`config.mk`:
```
export PLATFORM = sky130hd
export DESIGN_NAME = mult_div_unit
export DESIGN_NICKNAME = d
export VERILOG_FILES = /design/src/rtl/mult_div_unit.sv
export SDC_FILE = /design/constraint.sdc
export NUM_CORES = 1
export LEC_CHECK = 0
export ABC_AREA = 1
export BUFFER_PORTS_ARGS = -buffer_cell sky130_fd_sc_hd__buf_2
export CAP_MARGIN = 0
export CORE_MARGIN = 3
export CORE_UTILIZATION = 37
export DETAILED_ROUTE_END_ITERATION = 16
export PLACE_DENSITY = 0.57
export SLEW_MARGIN = 25
export SYNTH_ARGS = -nofsm -noshare
export SYNTH_HDL_FRONTEND = slang
export SYNTH_SLANG_ARGS = --single-unit
```
`constraint.sdc`:
```
create_clock -name clk -period 2.9 [get_ports clk]
set_input_delay 0.29 -clock clk [delete_from_list [all_inputs] [get_ports clk]]
set_output_delay 0.29 -clock clk [all_outputs]
set_load 0.1 [all_outputs]
```
`src/rtl/mult_div_unit.sv`:
```
// Iterative 32-bit multiply/divide unit (MULT/MULTU/DIV/DIVU) owning the HI/LO registers.
// Optional MTHI/MTLO write port enabled by defining MDU_HILO_WRITE_EN.
module mult_div_unit #(
    parameter int WIDTH = 32,
    parameter int CNT_W = 6
) (
    input  logic             clk,
    input  logic             rst_n,
    input  logic             start,
    input  logic [1:0]       op,
    input  logic [WIDTH-1:0] A,
    input  logic [WIDTH-1:0] B,
`ifdef MDU_HILO_WRITE_EN
    input  logic [1:0]       hilo_we,
    input  logic [WIDTH-1:0] hilo_wdata,
`endif
    output logic             busy,
    output logic             done,
    output logic             div_by_zero,
    output logic [WIDTH-1:0] hi,
    output logic [WIDTH-1:0] lo
);

    localparam logic [1:0] OP_MULT  = 2'b00;
    localparam logic [1:0] OP_MULTU = 2'b01;
    localparam logic [1:0] OP_DIV   = 2'b10;
    localparam logic [1:0] OP_DIVU  = 2'b11;

    typedef enum logic [1:0] {
        ST_IDLE = 2'b00,
        ST_RUN  = 2'b01,
        ST_SIGN = 2'b10
    } state_t;

    state_t             state_r;
    logic [1:0]         op_r;
    logic [CNT_W-1:0]   count_r;
    logic [WIDTH-1:0]   a_r;
    logic               a_neg_r;
    logic               b_neg_r;
    logic               b_zero_r;
    logic [WIDTH-1:0]   opd_r;
    logic [WIDTH-1:0]   acc_r;
    logic [WIDTH-1:0]   q_r;

    logic [WIDTH:0]     mul_sum_s;
    logic [WIDTH:0]     div_shift_s;
    logic [WIDTH:0]     div_diff_s;
    logic [2*WIDTH-1:0] prod_s;
    logic [2*WIDTH-1:0] res_prod_s;
    logic [WIDTH-1:0]   res_quot_s;
    logic [WIDTH-1:0]   res_rem_s;

    function automatic logic [WIDTH-1:0] f_neg(input logic [WIDTH-1:0] x);
        return (~x) + WIDTH'(1);
    endfunction

    function automatic logic [2*WIDTH-1:0] f_neg2(input logic [2*WIDTH-1:0] x);
        return (~x) + (2*WIDTH)'(1);
    endfunction

    function automatic logic [WIDTH-1:0] f_mag(input logic [WIDTH-1:0] x, input logic is_signed);
        if (is_signed && x[WIDTH-1]) begin
            return f_neg(x);
        end else begin
            return x;
        end
    endfunction

    // One iteration of shift-add multiply and restoring divide on the magnitudes.
    always_comb begin
        mul_sum_s   = {1'b0, acc_r} + (q_r[0] ? {1'b0, opd_r} : {(WIDTH+1){1'b0}});
        div_shift_s = {acc_r, q_r[WIDTH-1]};
        div_diff_s  = div_shift_s - {1'b0, opd_r};
    end

    // Final sign correction: product sign is sign(A)^sign(B); remainder follows the dividend.
    always_comb begin
        prod_s = {acc_r, q_r};
        if (op_r == OP_MULT && (a_neg_r ^ b_neg_r)) begin
            res_prod_s = f_neg2(prod_s);
        end else begin
            res_prod_s = prod_s;
        end
        if (op_r == OP_DIV && (a_neg_r ^ b_neg_r)) begin
            res_quot_s = f_neg(q_r);
        end else begin
            res_quot_s = q_r;
        end
        if (op_r == OP_DIV && a_neg_r) begin
            res_rem_s = f_neg(acc_r);
        end else begin
            res_rem_s = acc_r;
        end
    end

    // Control FSM, iteration datapath and HI/LO result registers.
    always_ff @(posedge clk) begin
        if (!rst_n) begin
            state_r     <= ST_IDLE;
            op_r        <= 2'b00;
            count_r     <= {CNT_W{1'b0}};
            a_r         <= {WIDTH{1'b0}};
            a_neg_r     <= 1'b0;
            b_neg_r     <= 1'b0;
            b_zero_r    <= 1'b0;
            opd_r       <= {WIDTH{1'b0}};
            acc_r       <= {WIDTH{1'b0}};
            q_r         <= {WIDTH{1'b0}};
            busy        <= 1'b0;
            done        <= 1'b0;
            div_by_zero <= 1'b0;
            hi          <= {WIDTH{1'b0}};
            lo          <= {WIDTH{1'b0}};
        end else begin
            done        <= 1'b0;
            div_by_zero <= 1'b0;
            case (state_r)
                ST_IDLE: begin
                    if (start) begin
                        state_r  <= ST_RUN;
                        busy     <= 1'b1;
                        op_r     <= op;
                        count_r  <= {CNT_W{1'b0}};
                        a_r      <= A;
                        a_neg_r  <= ~op[0] & A[WIDTH-1];
                        b_neg_r  <= ~op[0] & B[WIDTH-1];
                        b_zero_r <= (B == {WIDTH{1'b0}});
                        acc_r    <= {WIDTH{1'b0}};
                        // Divide walks the dividend through q_r; multiply walks the multiplier.
                        if (op[1]) begin
                            opd_r <= f_mag(B, ~op[0]);
                            q_r   <= f_mag(A, ~op[0]);
                        end else begin
                            opd_r <= f_mag(A, ~op[0]);
                            q_r   <= f_mag(B, ~op[0]);
                        end
                    end else begin
`ifdef MDU_HILO_WRITE_EN
                        if (hilo_we[1]) begin
                            hi <= hilo_wdata;
                        end
                        if (hilo_we[0]) begin
                            lo <= hilo_wdata;
                        end
`endif
                        state_r <= ST_IDLE;
                    end
                end
                ST_RUN: begin
                    if (op_r[1]) begin
                        if (!div_diff_s[WIDTH]) begin
                            acc_r <= div_diff_s[WIDTH-1:0];
                            q_r   <= {q_r[WIDTH-2:0], 1'b1};
                        end else begin
                            acc_r <= div_shift_s[WIDTH-1:0];
                            q_r   <= {q_r[WIDTH-2:0], 1'b0};
                        end
                    end else begin
                        acc_r <= mul_sum_s[WIDTH:1];
                        q_r   <= {mul_sum_s[0], q_r[WIDTH-1:1]};
                    end
                    count_r <= count_r + CNT_W'(1);
                    if (count_r == CNT_W'(WIDTH-1)) begin
                        state_r <= ST_SIGN;
                    end else begin
                        state_r <= ST_RUN;
                    end
                end
                ST_SIGN: begin
                    case (op_r)
                        OP_MULT, OP_MULTU: begin
                            hi <= res_prod_s[2*WIDTH-1:WIDTH];
                            lo <= res_prod_s[WIDTH-1:0];
                        end
                        OP_DIV, OP_DIVU: begin
                            if (b_zero_r) begin
                                hi          <= a_r;
                                lo          <= {WIDTH{1'b1}};
                                div_by_zero <= 1'b1;
                            end else begin
                                hi <= res_rem_s;
                                lo <= res_quot_s;
                            end
                        end
                        default: begin
                            hi <= hi;
                            lo <= lo;
                        end
                    endcase
                    done    <= 1'b1;
                    busy    <= 1'b0;
                    state_r <= ST_IDLE;
                end
                default: begin
                    state_r <= ST_IDLE;
                    busy    <= 1'b0;
                end
            endcase
        end
    end

endmodule

```
==> qor.yml, run 1 <==
yosys:
  syn_inst: 3331
  yosys-top-cells-area: "dfxtp_1 22%, nand2_1 17%, inv_1 9.4%"
  seq_area_frac_synth: 0.2176
  syn-num-nets: 3471
  synth_top_area_frac: 0.2176
  synthArstFlopShare: 0
  synth_ff_type: "dfxtp_1"
  syn_area_per_cell_sq_um: 5.744
  yosysUniqueCellTypes: 58
  synthTopCellsByCount: "874 x nand2_1, 481 x inv_1, 345 x nand3_1"
  synth.largest_area_cell: "dfxtp_1"
  synthesis.area_sq_um: 19130
  yosysMostFrequentCell: "nand2_1"
  synth-edff-count: 0
  synth-seq-cells: 208
  ys.warnings.count: 0
placement:
  port_buffers: 135
  dpl_cell_area_sq_um: 20820
  dpl.cell_count: 4095
  place_congestion: 0.9968
  dpl.hpwl_microns: 70650
hold_path:
  hold_depth: 3
  hp-class: "in2reg"
clock_tree:
  cts_max_level: 1
  clock_latency_ns: 0.58
  cts_tree: "yes"
  cts_root_buf: "clkbuf_16"
  numCtsBuffers: 27
  clkTransAtPathRegs_ns: 0.06
  postCtsSetupBuffers: 0
  clk_path_buf_depth: 3
  cts_sinks: 208
critical_path:
  cp_max_fo: 31
  path_cells: "buf_12 -> nand2_1 -> inv_1 -> ha_1 -> nand2_1 -> nor2_1 -> inv_1 -> nor2_1 -> nand4_1 -> nand4_1 -> nand3_1 -> nand2_1 -> inv_1 -> nand2_1 -> a21oi_1"
  cp.required_ns: 3.34
  r2r_cells: 15
  cp_slowest_cell: "ha_1"
  reg2reg_slack_ns: 0.20
  crit_path_frequent_cell: "nand2_1"
  critical-path-top-delay-family: "simple AND/OR/NAND/NOR gates"
  path_depth: 15
  start_kind: "register"
  r2r_start: "q_r[0]$_SDFFE_PN0P_"
  reg2reg_to: "acc_r[18]$_SDFFE_PN0P_"
  worstPathArrival_ns: 3.15
  startpoint: "q_r[0]$_SDFFE_PN0P_"
  crit_path_max_incr_delay_ns: 0.42
  end_kind: "register"
  worst-path-buf-inv: 4
  critPathKind: "reg2reg"
  crit_end: "acc_r[18]$_SDFFE_PN0P_"
die:
  std_cell_rows: 82
  fp.dieH_microns: 233.4
  ios: 136
  initial_core_util: 0.3782
  die-area_sq_um: 54470
  die_x_microns: 233.4
  coreArea_sq_um: 50580
routing:
  wirelength_microns: 88210
  drc: 0
  drtPass1Iterations: 6
  routed_via_density: 5.540
  detail-route-antenna-nets: 0
  wl_per_cell_microns: 21.28
  drtIter0Drc: 3149
  vias: 22970
global_route:
  grt.total_usage: 0.3127
  grt_max_degree: 141
  overflow: 0
  grt_pass1_wl_microns: 129400
  antenna_found_initial: 1
  grt_pass1_vias: 20400
pwr:
  powerDensity_nw_per_um2: 525.8
  peakVddDrop_v: 0.0004121
  power.leakage_nw: 10.77
timing:
  worst_pin_slew_ns: 1.041
  tns_ns: 0
  final.min_clock_period_ns: 2.704
  fin_crit_sh: 0.9324
  finClkSkew_ns: 0.01419
  slew_violations: 0
  max_freq_mhz: 369.8
  rsz0062_at_grt: "false"
  hold_violations: 0
  hold_ws_ns: 0.08363
  finalSetupViolCount: 0
  maxSlewHeadroom: 0.3019
run:
  cap_violations: 0
layout:
  antenna_cells: 0
  nets: 3593
  finalInstanceArea_sq_um: 21850
  syn_to_final_growth_pct: 14.19
  final_cells: 4146
  drive_above_1_share: 0.1022
outcome:
  outcome: "finished clean"
## sequential cells by signal, summed over array words and instances, names as in the netlist, 2 cells and up
| register | cells |
|---|---|
| opd_r | 32 |
| op_r | 2 |
| q_r | 32 |
| a_r | 32 |
| state_r | 2 |
| hi | 32 |
| count_r | 6 |
| acc_r | 32 |
| lo | 32 |
## per-stage QoR
stage / util / power, W / setup WS (ns)
after global routing: 0.4319 / 0.01204 / 0.007330
after global placement: 0.4117 / 0.007600 / 0.2661
after detailed placement: 0.4117 / 0.007566 / 0.2652
final: 0.4319 / 0.01149 / 0.1960
after floorplan: - / 0.006152 / 0.3989
after CTS: 0.4317 / 0.01137 / 0.2389
## worst min-delay path, stage by stage
cell	delay, ns
buf_2	0.14
inv_1	0.09
o21ai_0	0.08
## final cells by class
class                      instances  area, sq um
sequential                       208         4168
clock buffer                      36        779.5
tap                              672        840.8
multi-input combinational       2496        12580
clock inverter                    14        221.5
inverter                         497         1866
fill                            5704        28730
timing repair buffer             223         1391
## worst min-delay path by stage
stage	startpoint	end	slack [ns]
3_5_place_dp	count_r[5]$_SDFFE_PN0P_	state_r[1]$_SDFF_PN0_	0.47
5_1_grt	op[0]	op_r[0]$_SDFFE_PN0P_	0.08
2_1_floorplan	A[7]	a_r[7]$_SDFFE_PN0P_	0.39
4_1_cts	A[6]	a_r[6]$_SDFFE_PN0P_	0.06
3_3_place_gp	a_r[29]$_SDFFE_PN0P_	a_r[29]$_SDFFE_PN0P_	0.46
6_report	A[6]	a_r[6]$_SDFFE_PN0P_	0.08
## routing by layer
metal,global-route usage,part of all wire,vias up
met2,0.4491,0.40,1222
met1,0.4716,0.46,10460
li1,-,-,11120
met4,0.1014,0.039,2
met3,0.04841,0.10,162
met5,0,0.00010,-
## cell usage in the layout (no fill, tap or decap), types with 10 or more instances in the layout
master / Yosys / final
nand2_1: 874 / 874
inv_1: 481 / 479
nand3_1: 345 / 344
nor2_1: 311 / 307
o21ai_0: 279 / 278
dfxtp_1: 208 / 207
a21oi_1: 204 / 203
buf_2: 15 / 134
buf_4: 2 / 84
ha_1: 69 / 69
xor2_1: 65 / 65
a31oi_1: 44 / 44
nand4_1: 43 / 43
o211ai_1: 36 / 36
nor3_1: 30 / 29
clkbuf_16: 0 / 27
o22ai_1: 20 / 20
nand3b_1: 18 / 18
or2_2: 17 / 17
o221ai_1: 16 / 16
nand2_2: 13 / 13
o21ai_1: 12 / 12
inv_2: 9 / 10
nand3_2: 9 / 10
nor2_2: 9 / 10
## power breakdown
part	switching, W	leakage [nW]	internal, W	total [W]
clock network	0.00147	0.498	0.00234	0.00381
logic	0.00315	8.57	0.00127	0.00442
registers	0.000234	1.70	0.00302	0.00326
## what timing repair did
| action | 4_1_cts | 5_1_grt |
|---|---|---|
| resized for setup | 0 | 4 |
| hold endpoints to repair | 1 | 0 |
| setup endpoints to repair | 0 | 8 |
| hold buffers | 1 | 0 |
## cell families (layout without fill, tap and decap cells)
group / after synthesis / in the layout / share of synthesized area
AO/OA/AOI/OAI: 655 / 655 / 0.1906
XOR/XNOR: 72 / 72 / 0.03296
adder cells (fa/ha/maj): 71 / 71 / 0.04722
buffers and inverters: 627 / 770 / 0.1270
flip-flops: 208 / 208 / 0.2176
AND/OR/NAND/NOR: 1698 / 1698 / 0.3846
Note: power is estimated with default switching activity, not from simulation.
==> inputs of run 2 (changes only) <==
--- a/config.mk
+++ b/config.mk
@@ -5,13 +5,12 @@
 export SDC_FILE = /design/constraint.sdc
 export NUM_CORES = 1
 export LEC_CHECK = 0
-export ABC_AREA = 1
 export BUFFER_PORTS_ARGS = -buffer_cell sky130_fd_sc_hd__buf_2
-export CAP_MARGIN = 0
+export CAP_MARGIN = 20
 export CORE_MARGIN = 3
 export CORE_UTILIZATION = 37
 export DETAILED_ROUTE_END_ITERATION = 16
-export PLACE_DENSITY = 0.57
+export PLACE_DENSITY = 0.64
 export SLEW_MARGIN = 25
 export SYNTH_ARGS = -nofsm -noshare
 export SYNTH_HDL_FRONTEND = slang
==> run 2 against run 1 <==
  * Hold slack worse by 0.070 ns
  * Critical path depth did not move
  * Critical endpoint is now acc_r[4]$_SDFFE_PN0P_
  * Largest power group is now the clock network
  * Sequential cell count stayed put
  * Largest cell class unchanged
  * The run now ends with negative setup slack left
  * Global-route usage fell by 3.7 points
  * Via count down 19%
  * Non-clock buffer count increased by 302
==> qor.yml, run 2 <==
critical_path:
  path_cells: "inv_2 -> ha_4 -> fa_2 -> nand2b_4 -> a21oi_4 -> o21ai_2 -> a31oi_1 -> buf_4 -> o2111ai_4 -> nand3b_1 -> nor2b_4 -> buf_6 -> buf_4 -> mux2i_1 -> o21ai_1"  # was buf_12 -> nand2_1 -> inv_1 -> ha_1 -> nand2_1 -> nor2_1 -> inv_1 -> nor2_1 -> nand4_1 -> nand4_1 -> nand3_1 -> nand2_1 -> inv_1 -> nand2_1 -> a21oi_1
  critical-path-top-delay-family: "simple AND/OR/NAND/NOR gates"  # unchanged
  cp_slowest_cell: "fa_2"  # was ha_1
  worst-path-buf-inv: 4  # unchanged
  critPathKind: "reg2reg"  # unchanged
  start_kind: "register"  # unchanged
  worstPathArrival_ns: 3.50  # was 3.15 ns
  crit_path_max_incr_delay_ns: 0.37  # was 0.42 ns
  cp_max_fo: 4  # was 31
  end_kind: "register"  # unchanged
  crit_path_frequent_cell: "buf_4"  # was nand2_1
  cp.required_ns: 3.32  # was 3.34 ns
routing:
  drc: 0  # unchanged
  wirelength_microns: 67320  # was 88210 microns
  vias: 18620  # was 22970
  wl_per_cell_microns: 20.87  # was 21.28 microns
  detail-route-antenna-nets: 0  # unchanged
  routed_via_density: 5.772  # was 5.540
  drtPass1Iterations: 5  # was 6
  drtIter0Drc: 1723  # was 3149
yosys:
  synth_top_family_by_area: "compound AO/OA/AOI/OAI gates"  # was simple AND/OR/NAND/NOR gates
  yosysMostFrequentCell: "a21oi_1"  # was nand2_1
  synthSimpleGateAreaFrac: 0.2106  # was 0.3846
  synthesis.area_sq_um: 16300  # was 19130 sq um
  syn_area_per_cell_sq_um: 7.304  # was 5.744 sq um
  seq_area_frac_synth: 0.2554  # was 0.2176
  synth.largest_area_cell: "dfxtp_1"  # unchanged
  syn-num-nets: 2372  # was 3471
  synth_fa_ha_area_frac: 0.05541  # was 0.04722
  synthTopCellsByCount: "237 x a21oi_1, 230 x nand2_1, 227 x nor2_1"  # was 874 x nand2_1, 481 x inv_1, 345 x nand3_1
  synth-edff-count: 0  # unchanged
  yosys-top-cells-area: "dfxtp_1 26%, a21oi_1 7.3%, o21ai_0 6.5%"  # was dfxtp_1 22%, nand2_1 17%, inv_1 9.4%
  synth_ff_type: "dfxtp_1"  # unchanged
  synth-xor-area-share: 0.1053  # was 0.03296
  synth-compound-area-share: 0.2785  # was 0.1906
  synth_mux_area_frac: 0.03983  # was 0
  ys.warnings.count: 0  # unchanged
  syn_inst: 2232  # was 3331
  yosysUniqueCellTypes: 89  # was 58
  synthArstFlopShare: 0  # unchanged
  synth_top_area_frac: 0.2554  # was 0.2176
  synth-seq-cells: 208  # unchanged
run:
  cap_violations: 0  # unchanged
layout:
  nets: 2763  # was 3593
  final_common_cell: "buf_4"  # was nand2_1
  final_cell_mix: "367 x buf_4, 229 x a21oi_1, 225 x nand2_1"  # was 874 x nand2_1, 479 x inv_1, 344 x nand3_1
  antenna_cells: 0  # unchanged
  final_core_utilization: 0.5033  # was 0.4319
  final_cells: 3226  # was 4146
  syn_to_final_growth_pct: 33.58  # was 14.19%
  drive_above_1_share: 0.2711  # was 0.1022
global_route:
  grt.total_usage: 0.2755  # was 0.3127
  antenna_found_initial: 1  # unchanged
  grt_max_degree: 74  # was 141
  grt_pass1_vias: 17520  # was 20400
  overflow: 0  # unchanged
  grt_pass1_wl_microns: 102500  # was 129400 microns
timing:
  max_freq_mhz: 324.4  # was 369.8 MHz
  slew_violations: 0  # unchanged
  tns_ns: -2.916  # was 0 ns
  hold_ws_ns: 0.01403  # was 0.08363 ns
  rsz0062_at_grt: "true"  # was false
  final.min_clock_period_ns: 3.083  # was 2.704 ns
  hold_violations: 0  # unchanged
  fin_crit_sh: 1.063  # was 0.9324
  fin_ws_ns: -0.1826  # was 0.1960 ns
  worst_pin_slew_ns: 1.031  # was 1.041 ns
  finClkSkew_ns: 0.02770  # was 0.01419 ns
  finalSetupViolCount: 28  # was 0
  maxSlewHeadroom: 0.3082  # was 0.3019
clock_tree:
  clk_path_buf_depth: 3  # unchanged
  clkTransAtPathRegs_ns: 0.06  # about the same
  clock_latency_ns: 0.56  # was 0.58 ns
  cts_max_level: 1  # unchanged
  cts_root_buf: "clkbuf_16"  # unchanged
  cts_tree: "yes"  # unchanged
  cts_sinks: 208  # unchanged
  numCtsBuffers: 26  # was 27
pwr:
  power.leakage_nw: 9.252  # was 10.77 nW
  peakVddDrop_v: 0.0003863  # was 0.0004121 V
  powerDensity_nw_per_um2: 438.6  # was 525.8 nW/um^2
hold_path:
  hp-class: "in2reg"  # unchanged
outcome:
  violations: "negative setup slack"
  outcome: "finished with violations"  # was finished clean
die:
  fp.dieH_microns: 215.9  # was 233.4 microns
  std_cell_rows: 76  # was 82
  die_x_microns: 215.9  # was 233.4 microns
  initial_core_util: 0.3768  # was 0.3782
  coreArea_sq_um: 43270  # was 50580 sq um
  die-area_sq_um: 46610  # was 54470 sq um
  ios: 136  # unchanged
placement:
  port_buffers: 135  # unchanged
  place_congestion: 1.012  # was 0.9968
  dpl.hpwl_microns: 52280  # was 70650 microns
  dpl.cell_count: 3154  # was 4095
## run 2: cell count changes after synthesis, sizes merged, moves of 28 or more
| cell | change |
|---|---|
| a21oi | +31 |
| mux2i | +57 |
| o21ai | -70 |
| nor2 | -98 |
| xnor2 | +96 |
| clkbuf | +38 |
| nand4 | -30 |
| xor2 | +28 |
| inv | -425 |
| nand2 | -661 |
| nand3 | -297 |
| a211oi | +44 |
## run 2: area by class of cell
cell class | count | area, sq um
Clock buffer | 38 | 747.0
Clock inverter | 8 | 167.7
Fill cell | 4170 | 21490
Inverter | 68 | 260.3
Multi-Input combinational cell | 1794 | 11910
Sequential cell | 208 | 4177
Tap cell | 585 | 732.0
Timing Repair Buffer | 525 | 3781
## run 2: path summary, 6_finish.rpt
kind,from,end,slack [ns],depth (start not counted)
min,A[24],a_r[24]$_SDFFE_PN0P_,0.01,3
min reg2reg,hi[30]$_SDFFE_PN0P_,hi[30]$_SDFFE_PN0P_,0.43,2
max,q_r[31]$_SDFFE_PN0P_,acc_r[4]$_SDFFE_PN0P_,-0.18,15
max reg2reg,q_r[31]$_SDFFE_PN0P_,acc_r[4]$_SDFFE_PN0P_,-0.18,15
## run 2: logic make-up (layout without fill, tap and decap cells)
family	after synthesis	after routing
xor gates and xnor gates	196	196
adders and majority gates	71	71
AOI/OAI and AO/OA	740	740
buffers and inverters	230	639
muxes	64	64
DFF	208	208
and+or+nand+nor	723	723
## run 2: worst reg2reg max path: cells and delay by family (launching register included)
kind                     cells  cell delay (ns)
AO/OA/AOI/OAI                5             0.71
adder cells (fa/ha/maj)      2             0.52
AND/OR/NAND/NOR              3             0.72
multiplexers                 1             0.18
flip-flops                   1             0.33
buffers and inverters        4             0.50
## run 2: where the power goes
| part | switching, W | leakage, nW | internal [W] |
|---|---|---|---|
| Clock | 0.00131 | 0.442 | 0.00222 |
| Sequential | 0.000119 | 1.70 | 0.00299 |
| Combinational | 0.00168 | 7.11 | 0.00124 |
## run 2: routing by layer
metal | GRT usage | part of all wire
met5 | 0 | 0
met4 | 0.08995 | 0.034
met3 | 0.02577 | 0.072
met2 | 0.4454 | 0.45
met1 | 0.3872 | 0.44
## run 2: what timing repair did
item,4_1_cts,5_1_grt
pin swaps,38,31
hold buffers,2,0
setup endpoints to repair,41,60
hold endpoints to repair,2,0
buffers inserted,18,5
cloned,1,2
gates resized for setup,98,76
## run 2: through the flow
step	power [W]	cell area [sq um]	worst slack (ns)
final	0.009551	21780	-0.1826
after global routing	0.009930	21780	-0.3014
after CTS	0.009429	21380	-0.1012
after detailed placement	0.005799	19910	-0.4480
after global placement	0.005779	19910	-0.4429
after floorplan	0.004633	16350	-0.03417
